===== config.mk =====
export PLATFORM = sky130hd
export DESIGN_NAME = regfile_wb_arbiter_flat
export DESIGN_NICKNAME = d
export VERILOG_FILES = /design/src/rtl/regfile_wb_arbiter_if.sv /design/src/rtl/regfile_wb_arbiter.sv /design/src/flat_wrapper.sv
export SDC_FILE = /design/constraint.sdc
export NUM_CORES = 1
export LEC_CHECK = 0
export ABC_AREA = 1
export CAP_MARGIN = 10
export CORE_MARGIN = 3
export CORE_UTILIZATION = 38
export CTS_CLUSTER_DIAMETER = 50
export DETAILED_ROUTE_END_ITERATION = 10
export GPL_TIMING_DRIVEN = 0
export PLACE_DENSITY = 0.78
export SLEW_MARGIN = 15
export SYNTH_ARGS = -nofsm -noshare
export SYNTH_HDL_FRONTEND = slang
export SYNTH_SLANG_ARGS = --single-unit
export TNS_END_PERCENT = 5

===== constraint.sdc =====
create_clock -name clk -period 1.8 [get_ports clk]
set_input_delay 0.18 -clock clk [delete_from_list [all_inputs] [get_ports clk]]
set_output_delay 0.18 -clock clk [all_outputs]
set_load 0.05 [all_outputs]

===== src/rtl/regfile_wb_arbiter_if.sv =====
// Writeback bus between the ALU/LSU writeback sources and the regfile write port.
// Both requests use valid/ready: a transfer happens on any cycle where valid && ready; a
// requester keeps valid, wa and wd stable until it sees ready. ready never waits on itself.
interface regfile_wb_arbiter_if #(
    parameter int XLEN = 64,
    parameter int AW   = 5
);
    logic            alu_valid;
    logic            alu_ready;
    logic [AW-1:0]   alu_wa;
    logic [XLEN-1:0] alu_wd;
    logic            lsu_valid;
    logic            lsu_ready;
    logic [AW-1:0]   lsu_wa;
    logic [XLEN-1:0] lsu_wd;
    logic            rf_we;
    logic [AW-1:0]   rf_wa;
    logic [XLEN-1:0] rf_wd;

    modport master (
        output alu_valid, alu_wa, alu_wd, lsu_valid, lsu_wa, lsu_wd,
        input  alu_ready, lsu_ready, rf_we, rf_wa, rf_wd
    );

    modport slave (
        input  alu_valid, alu_wa, alu_wd, lsu_valid, lsu_wa, lsu_wd,
        output alu_ready, lsu_ready, rf_we, rf_wa, rf_wd
    );
endinterface


===== src/rtl/regfile_wb_arbiter.sv =====
// Arbitrates the regfile write port between ALU and LSU writebacks and tracks pending
// destinations for RAW hazard checks. Define WB_FIXED_PRIO_EN for fixed LSU>ALU priority.
module regfile_wb_arbiter #(
    parameter int XLEN = 64,
    parameter int AW   = 5,
    parameter int NREG = 32
) (
    input  logic                 clk,
    input  logic                 rst,
    regfile_wb_arbiter_if.slave  wb,
    input  logic                 iss_valid,
    input  logic [AW-1:0]        iss_rd,
    input  logic [AW-1:0]        chk_rs1,
    input  logic [AW-1:0]        chk_rs2,
    output logic                 hazard,
    output logic [NREG-1:0]      busy_vec
);
    logic            alu_gnt;
    logic            lsu_gnt;
    logic            acc;
    logic            wr_en;
    logic [AW-1:0]   acc_wa;
    logic [XLEN-1:0] acc_wd;
    logic [NREG-1:0] busy_q;
    logic [NREG-1:0] busy_n;
    logic            rf_we_q;
    logic [AW-1:0]   rf_wa_q;
    logic [XLEN-1:0] rf_wd_q;

`ifndef WB_FIXED_PRIO_EN
    typedef enum logic {GRANT_ALU = 1'b0, GRANT_LSU = 1'b1} grant_e;
    grant_e last_grant;
`endif

    // Grants are forced low during reset so nothing is accepted while state is being cleared.
    always_comb begin
        alu_gnt = 1'b0;
        lsu_gnt = 1'b0;
        if (!rst) begin
            if (wb.alu_valid && wb.lsu_valid) begin
`ifdef WB_FIXED_PRIO_EN
                lsu_gnt = 1'b1;
`else
                if (last_grant == GRANT_LSU) alu_gnt = 1'b1;
                else                         lsu_gnt = 1'b1;
`endif
            end else begin
                alu_gnt = wb.alu_valid;
                lsu_gnt = wb.lsu_valid;
            end
        end
    end

    assign acc    = alu_gnt || lsu_gnt;
    assign acc_wa = lsu_gnt ? wb.lsu_wa : wb.alu_wa;
    assign acc_wd = lsu_gnt ? wb.lsu_wd : wb.alu_wd;
    // x0 writes complete the handshake but never reach the regfile or the scoreboard.
    assign wr_en  = acc && (acc_wa != '0);

    // A new producer supersedes the retiring one, so the set is applied after the clear.
    always_comb begin
        busy_n = busy_q;
        if (wr_en) busy_n[acc_wa] = 1'b0;
        if (iss_valid && (iss_rd != '0)) busy_n[iss_rd] = 1'b1;
        busy_n[0] = 1'b0;
    end

    always_ff @(posedge clk or posedge rst) begin
        if (rst) begin
            rf_we_q <= 1'b0;
            rf_wa_q <= '0;
            rf_wd_q <= '0;
            busy_q  <= '0;
        end else begin
            rf_we_q <= wr_en;
            if (wr_en) begin
                rf_wa_q <= acc_wa;
                rf_wd_q <= acc_wd;
            end
            busy_q <= busy_n;
        end
    end

`ifndef WB_FIXED_PRIO_EN
    always_ff @(posedge clk or posedge rst) begin
        if (rst) begin
            last_grant <= GRANT_LSU;
        end else if (alu_gnt) begin
            last_grant <= GRANT_ALU;
        end else if (lsu_gnt) begin
            last_grant <= GRANT_LSU;
        end
    end
`endif

    assign wb.alu_ready = alu_gnt;
    assign wb.lsu_ready = lsu_gnt;
    assign wb.rf_we     = rf_we_q;
    assign wb.rf_wa     = rf_wa_q;
    assign wb.rf_wd     = rf_wd_q;
    assign busy_vec     = busy_q;
    assign hazard       = ((chk_rs1 != '0) && busy_q[chk_rs1]) ||
                          ((chk_rs2 != '0) && busy_q[chk_rs2]);
endmodule


===== src/flat_wrapper.sv =====
// flat-port wrapper written by rule: the top's interface ports become plain ports
module regfile_wb_arbiter_flat 
#(
    parameter int XLEN = 64,
    parameter int AW   = 5,
    parameter int NREG = 32
)
  (clk, rst, iss_valid, iss_rd, chk_rs1, chk_rs2, hazard, busy_vec, wb_alu_valid, wb_alu_wa, wb_alu_wd, wb_lsu_valid, wb_lsu_wa, wb_lsu_wd, wb_alu_ready, wb_lsu_ready, wb_rf_we, wb_rf_wa, wb_rf_wd);
  regfile_wb_arbiter_if #(.XLEN(XLEN), .AW(AW)) wb_i ();
  input  logic clk;
  input  logic rst;
  input  logic iss_valid;
  input  logic [AW-1:0] iss_rd;
  input  logic [AW-1:0] chk_rs1;
  input  logic [AW-1:0] chk_rs2;
  output logic hazard;
  output logic [NREG-1:0] busy_vec;
  input wire logic [$bits(wb_i.alu_valid)-1:0] wb_alu_valid;
  input wire logic [$bits(wb_i.alu_wa)-1:0] wb_alu_wa;
  input wire logic [$bits(wb_i.alu_wd)-1:0] wb_alu_wd;
  input wire logic [$bits(wb_i.lsu_valid)-1:0] wb_lsu_valid;
  input wire logic [$bits(wb_i.lsu_wa)-1:0] wb_lsu_wa;
  input wire logic [$bits(wb_i.lsu_wd)-1:0] wb_lsu_wd;
  output wire logic [$bits(wb_i.alu_ready)-1:0] wb_alu_ready;
  output wire logic [$bits(wb_i.lsu_ready)-1:0] wb_lsu_ready;
  output wire logic [$bits(wb_i.rf_we)-1:0] wb_rf_we;
  output wire logic [$bits(wb_i.rf_wa)-1:0] wb_rf_wa;
  output wire logic [$bits(wb_i.rf_wd)-1:0] wb_rf_wd;
  assign wb_i.alu_valid = wb_alu_valid;
  assign wb_i.alu_wa = wb_alu_wa;
  assign wb_i.alu_wd = wb_alu_wd;
  assign wb_i.lsu_valid = wb_lsu_valid;
  assign wb_i.lsu_wa = wb_lsu_wa;
  assign wb_i.lsu_wd = wb_lsu_wd;
  assign wb_alu_ready = wb_i.alu_ready;
  assign wb_lsu_ready = wb_i.lsu_ready;
  assign wb_rf_we = wb_i.rf_we;
  assign wb_rf_wa = wb_i.rf_wa;
  assign wb_rf_wd = wb_i.rf_wd;
  regfile_wb_arbiter #(.XLEN(XLEN), .AW(AW), .NREG(NREG)) u_core (.clk(clk), .rst(rst), .wb(wb_i), .iss_valid(iss_valid), .iss_rd(iss_rd), .chk_rs1(chk_rs1), .chk_rs2(chk_rs2), .hazard(hazard), .busy_vec(busy_vec));
endmodule

* Word level (Yosys, flattened, before mapping)
Cells that the tools add are included.
** Operators by class
- Reductions and logical operators :: 14
- Magnitude comparators :: 6
- Bitwise gates (word level) :: 3
- Multiplexer cells :: 20
** Operators with widths (count)
- 32-bit two-way mux :: 2
- 64-bit two-way mux :: 1
- 32-bit bitwise AND :: 1
- 32-bit inverter :: 1
- 32-bit bitwise OR :: 1
- 5-bit by 6-bit less-than comparator with 1-bit output (second input constant) :: 4
- 5-bit nonzero test :: 4
- 1-bit two-way mux :: 12
- 1-bit binary-select mux with 5-bit select :: 2
- 1-bit demux with 5-bit select :: 2
- 5-bit by 1-bit greater-or-equal comparator with 1-bit output (second input constant) :: 2
- 1-bit logical AND :: 7
- 5-bit two-way mux :: 1
- 1-bit logical OR :: 2
- 2-bit nonzero test :: 1
** Word-level totals
- Register bits :: 102
- Output and inout bits :: 105
- Word-level logic and storage cells :: 48
- Bits of input ports :: 158

* Longest topological paths before layout
Gate-level depths: netlist (run 1).
- Depth in word-level cells :: 13
- Mapped depth :: 13
- Gate-level depth less buffers :: 12

* Least setup slack after synthesis (run 1)
No wires, ideal clock.
- Path type :: in2reg
- From :: input rst
- To :: register u_core.rf_wa_q[0] (netlist: u_core.wb.rf_wa[0])
- Data required time :: 1.670 ns
- Slack :: -1.096 ns
- Cell stages on the path :: 12
- Arrival :: 2.767 ns
- Buffers on the path :: 2
- Library setup time :: 0.130 ns
- Path through :: inv_2 -> nand2_2 -> nor2_4 -> nand2_2 -> nand2_4 -> nand2_1 -> nor2_1 -> nand2_1 -> nand2_2 -> buf_8 -> buf_6 -> o21ai_2
** On the way
- Cells in the longest elaborated chain, start to end :: 4
- Elaborated cells on any way between the ends :: 6
- Classes of those cells :: 3 x mux; 3 x reduce/logical
** RTL lines
- from (decl) :: RTL line flat_wrapper.sv:11 : input logic rst;
- 1-bit two-way mux (*) :: RTL line regfile_wb_arbiter.sv:39 : if (!rst) begin
- via wb_lsu_ready :: RTL line flat_wrapper.sv:25 : output wire logic [$bits(wb_i.lsu_ready)-1:0] wb_lsu_ready;
- 5-bit two-way mux :: RTL line regfile_wb_arbiter.sv:55 : assign acc_wa = lsu_gnt ? wb.lsu_wa : wb.alu_wa;
- 5-bit nonzero test :: RTL line regfile_wb_arbiter.sv:58 : assign wr_en = acc && (acc_wa != '0);
- 1-bit logical AND :: RTL line regfile_wb_arbiter.sv:58
- to (signal assigned) :: RTL line regfile_wb_arbiter.sv:77 : rf_wa_q <= acc_wa;
- to (decl) :: RTL line regfile_wb_arbiter.sv:27 : logic [AW-1:0] rf_wa_q;
Mark *: on every way through the listed nets, which the timed path passes. The rest lies on a longest branch.
A chain may end at the register's enable or synchronous reset.

* Final worst setup path (run 1)
- From :: register u_core.last_grant
- To :: register u_core.rf_wa_q[4] (netlist: u_core.wb.rf_wa[4])
** On the way
- Cells in the longest elaborated chain, start to end :: 6
- Elaborated cells on any way between the ends :: 10
- Classes of those cells :: 7 x mux; 3 x reduce/logical
** RTL lines
- from (decl) :: RTL line regfile_wb_arbiter.sv:32 : grant_e last_grant;
- from (signal assigned) :: RTL line regfile_wb_arbiter.sv:87 : last_grant <= GRANT_LSU;
- from (signal assigned) :: RTL line regfile_wb_arbiter.sv:89 : last_grant <= GRANT_ALU;
- from (signal assigned) :: RTL line regfile_wb_arbiter.sv:91 : last_grant <= GRANT_LSU;
- 1-bit two-way mux :: RTL line regfile_wb_arbiter.sv:44 : if (last_grant == GRANT_LSU) alu_gnt = 1'b1;
- 1-bit two-way mux :: RTL line regfile_wb_arbiter.sv:40 : if (wb.alu_valid && wb.lsu_valid) begin
- 1-bit two-way mux :: RTL line regfile_wb_arbiter.sv:39
- 5-bit two-way mux :: RTL line regfile_wb_arbiter.sv:55
- 5-bit nonzero test :: RTL line regfile_wb_arbiter.sv:58
- 1-bit logical AND :: RTL line regfile_wb_arbiter.sv:58
Several ways; a longest one is shown, not always the timed one.

==> qor.csv, run 1 <==
stage,metric,value,unit
place,IO Port Bufs,259,
sta,Hold Fails Final Rpt,0,
detailed_routing,Vias/cell,5.10,
sta,Slew HR,59.7,%
pwr,maximum vdd drop,0.556,mV
yosys,synthesis-stage register bit count,102,
clock_tree,Max Buffers Root-to-Sink,2,
clock_tree,clk root buf,clkbuf_16,
floorplanning,die area,16500,um2
clock_tree,CTS tree,yes,
sta,Tcrit/Tclk final,106,%
yosys,Yosys top cell area share,44.4,%
yosys,unique cell type count in the Yosys netlist,27,
detailed_routing,DR WL/cell,17.5,um
clock_tree,CTS clock-pin slew for the worst setup and hold paths,70,ps
worst_setup_path,crit start category,flop,
detailed_routing,ANT nets after route,0,
place,Final GP Congestion,0.902,
place,Placed Cells,1103,
yosys,syn_nets,818,
yosys,Async SR Flop Fraction,100,%
yosys,register area share after synthesis,44.9,%
run,max-cap violations,0,
yosys,Main synth FF type,dfrtp_1,
clock_tree,Worst-Skew Late Latency,350,ps
detailed_routing,DRT Pass-1 Iters,5,
yosys,"Cell Area, Synth",5690,um2
grt,total congestion overflow,0,
floorplanning,Die W,128,um
worst_setup_path,Critical Path RT,2040,ps
sta,Fin Hold WS,43.0,ps
layout,nets,1114,
clock_tree,# H-tree levels,3,
floorplanning,IO Count,263,
sta,Worst-Margin Slew,603,ps
sta,Tmin final,1910,ps
detailed_routing,vias,5835,
detailed_routing,Iteration-0 DRC Markers,349,
yosys,YS warnings,0,
worst_setup_path,worst-path maximum fanout,10,
worst_setup_path,CP Capture Point,u_core.wb.rf_wa[4]$_DFFE_PP0N_,
layout,layout cells sized above 1,18.2,%
yosys,most frequent cell after synthesis,nand2_1,
floorplanning,Initial Utilization,39.0,%
yosys,post-synth top area cell,dfrtp_1,
worst_setup_path,Worst R2R End,u_core.wb.rf_wa[4]$_DFFE_PP0N_,
pwr,power density cells,1120,nW/um2
outcome,failing checks,negative setup slack,
yosys,Area contributors post-synth,"dfrtp_1 44%, nand2_1 11%, mux2i_1 11%",
yosys,synth cell count leaders,"171 x nand2_1, 101 x dfrtp_1, 73 x o21ai_0, 65 x nand3_1, 64 x mux2i_1",
grt,first-pass GRT wire length,30700,um
outcome,status,"complete, but fails checks",
sta,count of final setup violators,53,
pwr,Final Power,10.6,mW
sta,"Slew Viols, Final",0,
worst_setup_path,worst setup path category,reg2reg,
worst_setup_path,reg-to-reg startpoint,u_core.last_grant$_DFFE_PP1P_,
yosys,synthesized instance count,660,
floorplanning,row count,44,
grt,initial antenna violation count,0,
floorplanning,die height,128,um
yosys,Syn Area/Cell,8.62,um2
pwr,leakage power total,4.54,nW
sta,Max Freq,523,MHz
worst_setup_path,critical path arrival,2150,ps
worst_hold_path,Tightest Hold Check Type,in2async,
layout,antenna cells,0,
worst_setup_path,r2r setup slk,-110,ps
clock_tree,TritonCTS buffer count,9,
detailed_routing,# DRC,0,
grt,GRT Total Usage,24.1,%
grt,vias in the first global route,5681,
sta,RSZ-0062 raised after global routing,true,
place,detailed placer's ending HPWL,15000,um
detailed_routing,drt total wl,20000,um
worst_setup_path,CP endpoint kind,flop,
floorplanning,core area,14600,um2
yosys,Post-synth EDFFs,0,
sta,worst-case clock skew,10.9,ps
clock_tree,clk sinks,102,
worst_setup_path,CP startpoint,u_core.last_grant$_DFFE_PP1P_,
layout,layout overhead on the synthesized area,65.4,%
grt,largest net degree at the start of global routing,52,
worst_setup_path,reg2reg path depth,13,
sta,worst setup margin,-112,ps
layout,Final Instance Count excl. Fillers,1145,
how the worst min path moves through the flow:
stage / start / end / cells after the start
floorplan: rst / u_core.busy_vec[10]$_DFF_PP0_ / 1
global placement: u_core.wb.rf_wd[16]$_DFFE_PP0N_ / u_core.wb.rf_wd[16]$_DFFE_PP0N_ / 2
detailed placement: u_core.wb.rf_wd[18]$_DFFE_PP0N_ / u_core.wb.rf_wd[18]$_DFFE_PP0N_ / 2
CTS: rst / u_core.wb.rf_wd[2]$_DFFE_PP0N_ / 2
global route: rst / u_core.wb.rf_wa[3]$_DFFE_PP0N_ / 2
finish: rst / u_core.busy_vec[26]$_DFF_PP0_ / 2
cell usage in the layout (no fill, tap or decap), types with 3 or more instances in the layout:
| master | count |
|---|---|
| o21ai_1 | 29 |
| clkbuf_16 | 11 |
| dlymetal6s2s_1 | 9 |
| nand2_1 | 154 |
| nand2_4 | 7 |
| buf_8 | 6 |
| clkbuf_8 | 5 |
| buf_12 | 7 |
| clkbuf_2 | 4 |
| o21ai_2 | 53 |
| nand3_2 | 7 |
| buf_6 | 3 |
| dfrtp_1 | 101 |
| nor2_1 | 13 |
| clkbuf_1 | 4 |
| nand3_1 | 58 |
| nor2_4 | 3 |
| inv_1 | 50 |
| buf_4 | 22 |
| buf_2 | 4 |
| mux2i_1 | 63 |
| o21ai_0 | 50 |
| clkdlybuf4s50_1 | 245 |
| nand2_2 | 25 |
state kept, by name, indices dropped and copies added, names as in the netlist:
| register | cells |
|---|---|
| u_core.last_grant | 1 |
| u_core.busy_vec | 31 |
| u_core.wb.rf_we | 1 |
| u_core.wb.rf_wa | 5 |
| u_core.wb.rf_wd | 64 |
layer usage:
metal | up-vias | GRT usage, % | part of all wire (%)
li1 | 2782 | - | -
met1 | 2724 | 29.0 | 39
met2 | 296 | 42.2 | 50
met3 | 33 | 6.14 | 8.4
met4 | 0 | 7.80 | 2.4
met5 | - | 0 | 0
final cells by class:
type / count / area [um2]
Buffer: 31 / 349
Clock buffer: 14 / 274
Clock inverter: 2 / 38.8
Fill cell: 1220 / 5180
Inverter: 54 / 223
Multi-Input combinational cell: 473 / 2840
Sequential cell: 102 / 2550
Tap cell: 184 / 230
Timing Repair Buffer: 283 / 2890
Timing Repair inverter: 2 / 17.5
worst max-delay path, cell delays in order (launching register included):
cell      delay (ps)
dfstp_2          560
nand2_4           80
buf_4            140
nand3b_1         110
nand2_4           70
nand2_2           70
nor2_2            40
nand2_2           90
nand2_4           90
buf_12           150
buf_12           130
buf_6            140
nand2_1           80
o21ai_2           50
metrics by stage:
step	util (%)	setup WS (ps)	setup TNS [ps]	cell area, um2
2_1_floorplan	-	-72.9	-3680	5740
3_3_place_gp	58.7	-1070	-100850	8560
3_5_place_dp	58.7	-1080	-101710	8560
4_1_cts	63.3	-74.8	-2480	9230
5_1_grt	64.5	-208	-10780	9410
6_report	64.5	-112	-4520	9410
cells by family after synthesis:
family	after synthesis	share of synthesized area, %
buf+inv	85	7.81
flops	102	44.9
mux	64	11.3
compound gates	136	15.3
other cells	1	0.0659
simple gates	272	20.6
where the power goes:
part	total, mW	leakage, nW	internal, mW	switching [mW]
combinational	5.25	3.15	1.92	3.33
sequential	3.24	1.24	2.83	0.414
clock	2.06	0.153	1.20	0.867
repair_timing:
action / CTS / global route
pin swaps: 11 / 8
hold endpoints to repair: 48 / 0
cloned: 4 / 2
setup buffers: 14 / 4
gates resized for setup: 59 / 63
endpoints found under the setup margin: 104 / 108
hold buffers: 3 / 0
No activity file was read; power rests on OpenSTA's default activity.
==> run 2, diff against run 1 <==
--- a/config.mk
+++ b/config.mk
@@ -8,12 +8,12 @@
 export ABC_AREA = 1
 export CAP_MARGIN = 10
 export CORE_MARGIN = 3
-export CORE_UTILIZATION = 38
+export CORE_UTILIZATION = 45
 export CTS_CLUSTER_DIAMETER = 50
 export DETAILED_ROUTE_END_ITERATION = 10
+export DONT_BUFFER_PORTS = 1
 export GPL_TIMING_DRIVEN = 0
-export PLACE_DENSITY = 0.78
-export SLEW_MARGIN = 15
+export SLEW_MARGIN = 20
 export SYNTH_ARGS = -nofsm -noshare
 export SYNTH_HDL_FRONTEND = slang
 export SYNTH_SLANG_ARGS = --single-unit
==> run 2 against run 1 <==
- the run ends with negative hold slack, negative setup slack left
- final area is 25% lower
- sequential power grew 65%
- critical path depth stayed put
- first-iteration DRC count decreased by 22%
- critical path type unchanged
- combinational power is 63% lower
- clock power up 11%
- hold slack worse by 350 ps
- non-clock buffer count down 254
- die area is 15% lower
- register-to-register slack got worse by 190 ps
==> qor.csv, run 2 (synthesis results as in run 1) <==
stage,metric,value,unit,change
outcome,status,"complete, but fails checks",,
outcome,failing checks,"negative hold slack, negative setup slack",,
pwr,power density cells,1360,nW/um2,+21%
sta,"Slew Viols, Final",0,,unchanged
pwr,leakage power total,3.47,nW,-24%
layout,fin util,57.9,%,-6.7 points
worst_setup_path,worst setup path category,reg2reg,,
worst_setup_path,CP endpoint kind,flop,,
worst_setup_path,reg-to-reg startpoint,u_core.last_grant$_DFFE_PP1P_,,
sta,Tcrit/Tclk final,117,%,+11 points
pwr,Final Power,9.57,mW,-9.4%
detailed_routing,# DRC,0,,unchanged
detailed_routing,drt total wl,17200,um,-14%
layout,# fillers,1101,,-9.8%
sta,Fin Hold WS,-306,ps,-349 ps
floorplanning,die area,14000,um2,-15%
clock_tree,Worst-Skew Late Latency,350,ps,about the same
clock_tree,hold buffer count at CTS,3,,unchanged
grt,GRT Total Usage,23.9,%,-0.21 points
detailed_routing,DR WL/cell,19.8,um,+13%
sta,Hold Fails Final Rpt,102,,+102
worst_setup_path,r2r setup slk,-300,ps,-190 ps
place,dpl ws,-429,ps,+648 ps
floorplanning,Initial Utilization,46.8,%,+7.8 points
grt,initial antenna violation count,0,,unchanged
worst_setup_path,Critical Path RT,2020,ps,-20 ps
layout,"most common cell after layout, fill and taps aside",nand2_1,,
worst_setup_path,crit start category,flop,,
floorplanning,row count,40,,-9.1%
place,placed inst area,5950,um2,-31%
layout,multi-input logic area,2930,um2,+3.1%
layout,layout overhead on the synthesized area,23.7,%,
detailed_routing,ANT nets after route,0,,unchanged
sta,TNS Setup,-21860,ps,"-17,340 ps"
place,detailed placer's ending HPWL,12800,um,-15%
sta,worst setup margin,-301,ps,-190 ps
sta,Slew HR,63.0,%,+3.4 points
sta,RSZ-0062 raised after global routing,true,,
place,IO Port Bufs,0,,-100%
layout,register area,2590,um2,+1.5%
layout,max FFs per register,64,,unchanged
layout,antenna cells,0,,unchanged
floorplanning,core area,12200,um2,-17%
sta,worst-case clock skew,5.23,ps,-5.66 ps
clock_tree,TritonCTS buffer count,9,,unchanged
worst_setup_path,Worst R2R End,u_core.wb.rf_wa[0]$_DFFE_PP0N_,,
clock_tree,CTS clock-pin slew for the worst setup and hold paths,70,ps,about the same
floorplanning,Die W,118,um,-7.7%
worst_setup_path,critical path arrival,2330,ps,+180 ps
layout,Final Instance Count excl. Fillers,872,,-24%
clock_tree,CTS tree,yes,,
worst_hold_path,Tightest Hold Check Type,in2async,,
clock_tree,clk root buf,clkbuf_16,,
sta,Max Freq,476,MHz,-9.0%
place,Final GP Congestion,0.935,,+3.7%
layout,most frequent cells in the layout,"121 x nand2_1, 71 x dfrtp_1, 64 x mux2i_1, 58 x nand3_1, 57 x nand2_2",,
pwr,maximum vdd drop,0.615,mV,+11%
clock_tree,# H-tree levels,3,,unchanged
sta,Tmin final,2100,ps,+190 ps
detailed_routing,Vias/cell,5.53,,+8.6%
detailed_routing,Iteration-0 DRC Markers,271,,-22%
clock_tree,Max Buffers Root-to-Sink,2,,unchanged
grt,largest net degree at the start of global routing,104,,+100%
layout,fin area,7040,um2,-25%
grt,vias in the first global route,4862,,-14%
worst_setup_path,reg2reg path depth,13,,unchanged
detailed_routing,DRT Pass-1 Iters,5,,unchanged
sta,count of final setup violators,101,,+91%
clock_tree,clk sinks,102,,unchanged
detailed_routing,vias,4826,,-17%
floorplanning,die height,118,um,-7.7%
floorplanning,IO Count,263,,unchanged
grt,total congestion overflow,0,,unchanged
grt,first-pass GRT wire length,26500,um,-14%
layout,nets,858,,-23%
sta,Worst-Margin Slew,555,ps,-48.4 ps
place,Placed Cells,828,,-25%
run,max-cap violations,0,,unchanged
layout,layout cells sized above 1,34.8,%,+17 points
worst_setup_path,worst-path maximum fanout,6,,-4
## run 2: worst max-delay path, cell delays in order (launching register included)
cell and delay [ps]:
dfstp_2 390, nand2_4 100, inv_2 50, nor2_4 390
nand2_1 120, nand2_2 140, nor2_2 50, nand2_2 90
nand2_4 70, buf_12 140, clkbuf_16 170, buf_8 140
nand2_2 50, o21ai_2 60
## run 2: area by class of cell
cell class                 count  area share (%)
timing repair buffer          30            6.05
sequential                   102            36.8
clock inverter                 3            1.28
inverter                      54            3.11
tap                          168            2.99
multi-input combinational    473            41.6
clock buffer                  12            3.79
buffer                        30            4.34
## run 2: worst max path at each step
| stage | to | from | cells after the start |
|---|---|---|---|
| finish | u_core.wb.rf_wa[0]$_DFFE_PP0N_ | u_core.last_grant$_DFFE_PP1P_ | 13 |
| global route | u_core.wb.rf_wd[17]$_DFFE_PP0N_ | u_core.last_grant$_DFFE_PP1P_ | 14 |
| floorplan | u_core.wb.rf_wa[0]$_DFFE_PP0N_ | rst | 12 |
| global placement | u_core.wb.rf_wa[0]$_DFFE_PP0N_ | rst | 12 |
| CTS | u_core.wb.rf_wd[61]$_DFFE_PP0N_ | u_core.last_grant$_DFFE_PP1P_ | 13 |
| detailed placement | u_core.wb.rf_wa[0]$_DFFE_PP0N_ | rst | 12 |
## run 2: where the power goes
part	internal (mW)	leakage, nW	switching (mW)
combinational	0.858	2.09	1.07
clock	1.46	0.175	0.827
sequential	2.83	1.21	2.52
total	5.15	3.47	4.41
## run 2: metal layers
metal | vias to the layer above | track usage, % | part of all wire, %
met4 | 0 | 7.97 | 1.6
met3 | 21 | 6.08 | 7.3
li1 | 2277 | - | -
met5 | - | 0 | 0
met2 | 199 | 43.9 | 54
met1 | 2329 | 26.9 | 37
## run 2: what timing repair did
item / in CTS / in global routing
endpoints found under the hold margin: 103 / 101
gates resized for setup: 98 / 71
endpoints found under the setup margin: 103 / 102
setup buffers: 15 / 5
pin swaps: 15 / 13
cloned: 3 / 5
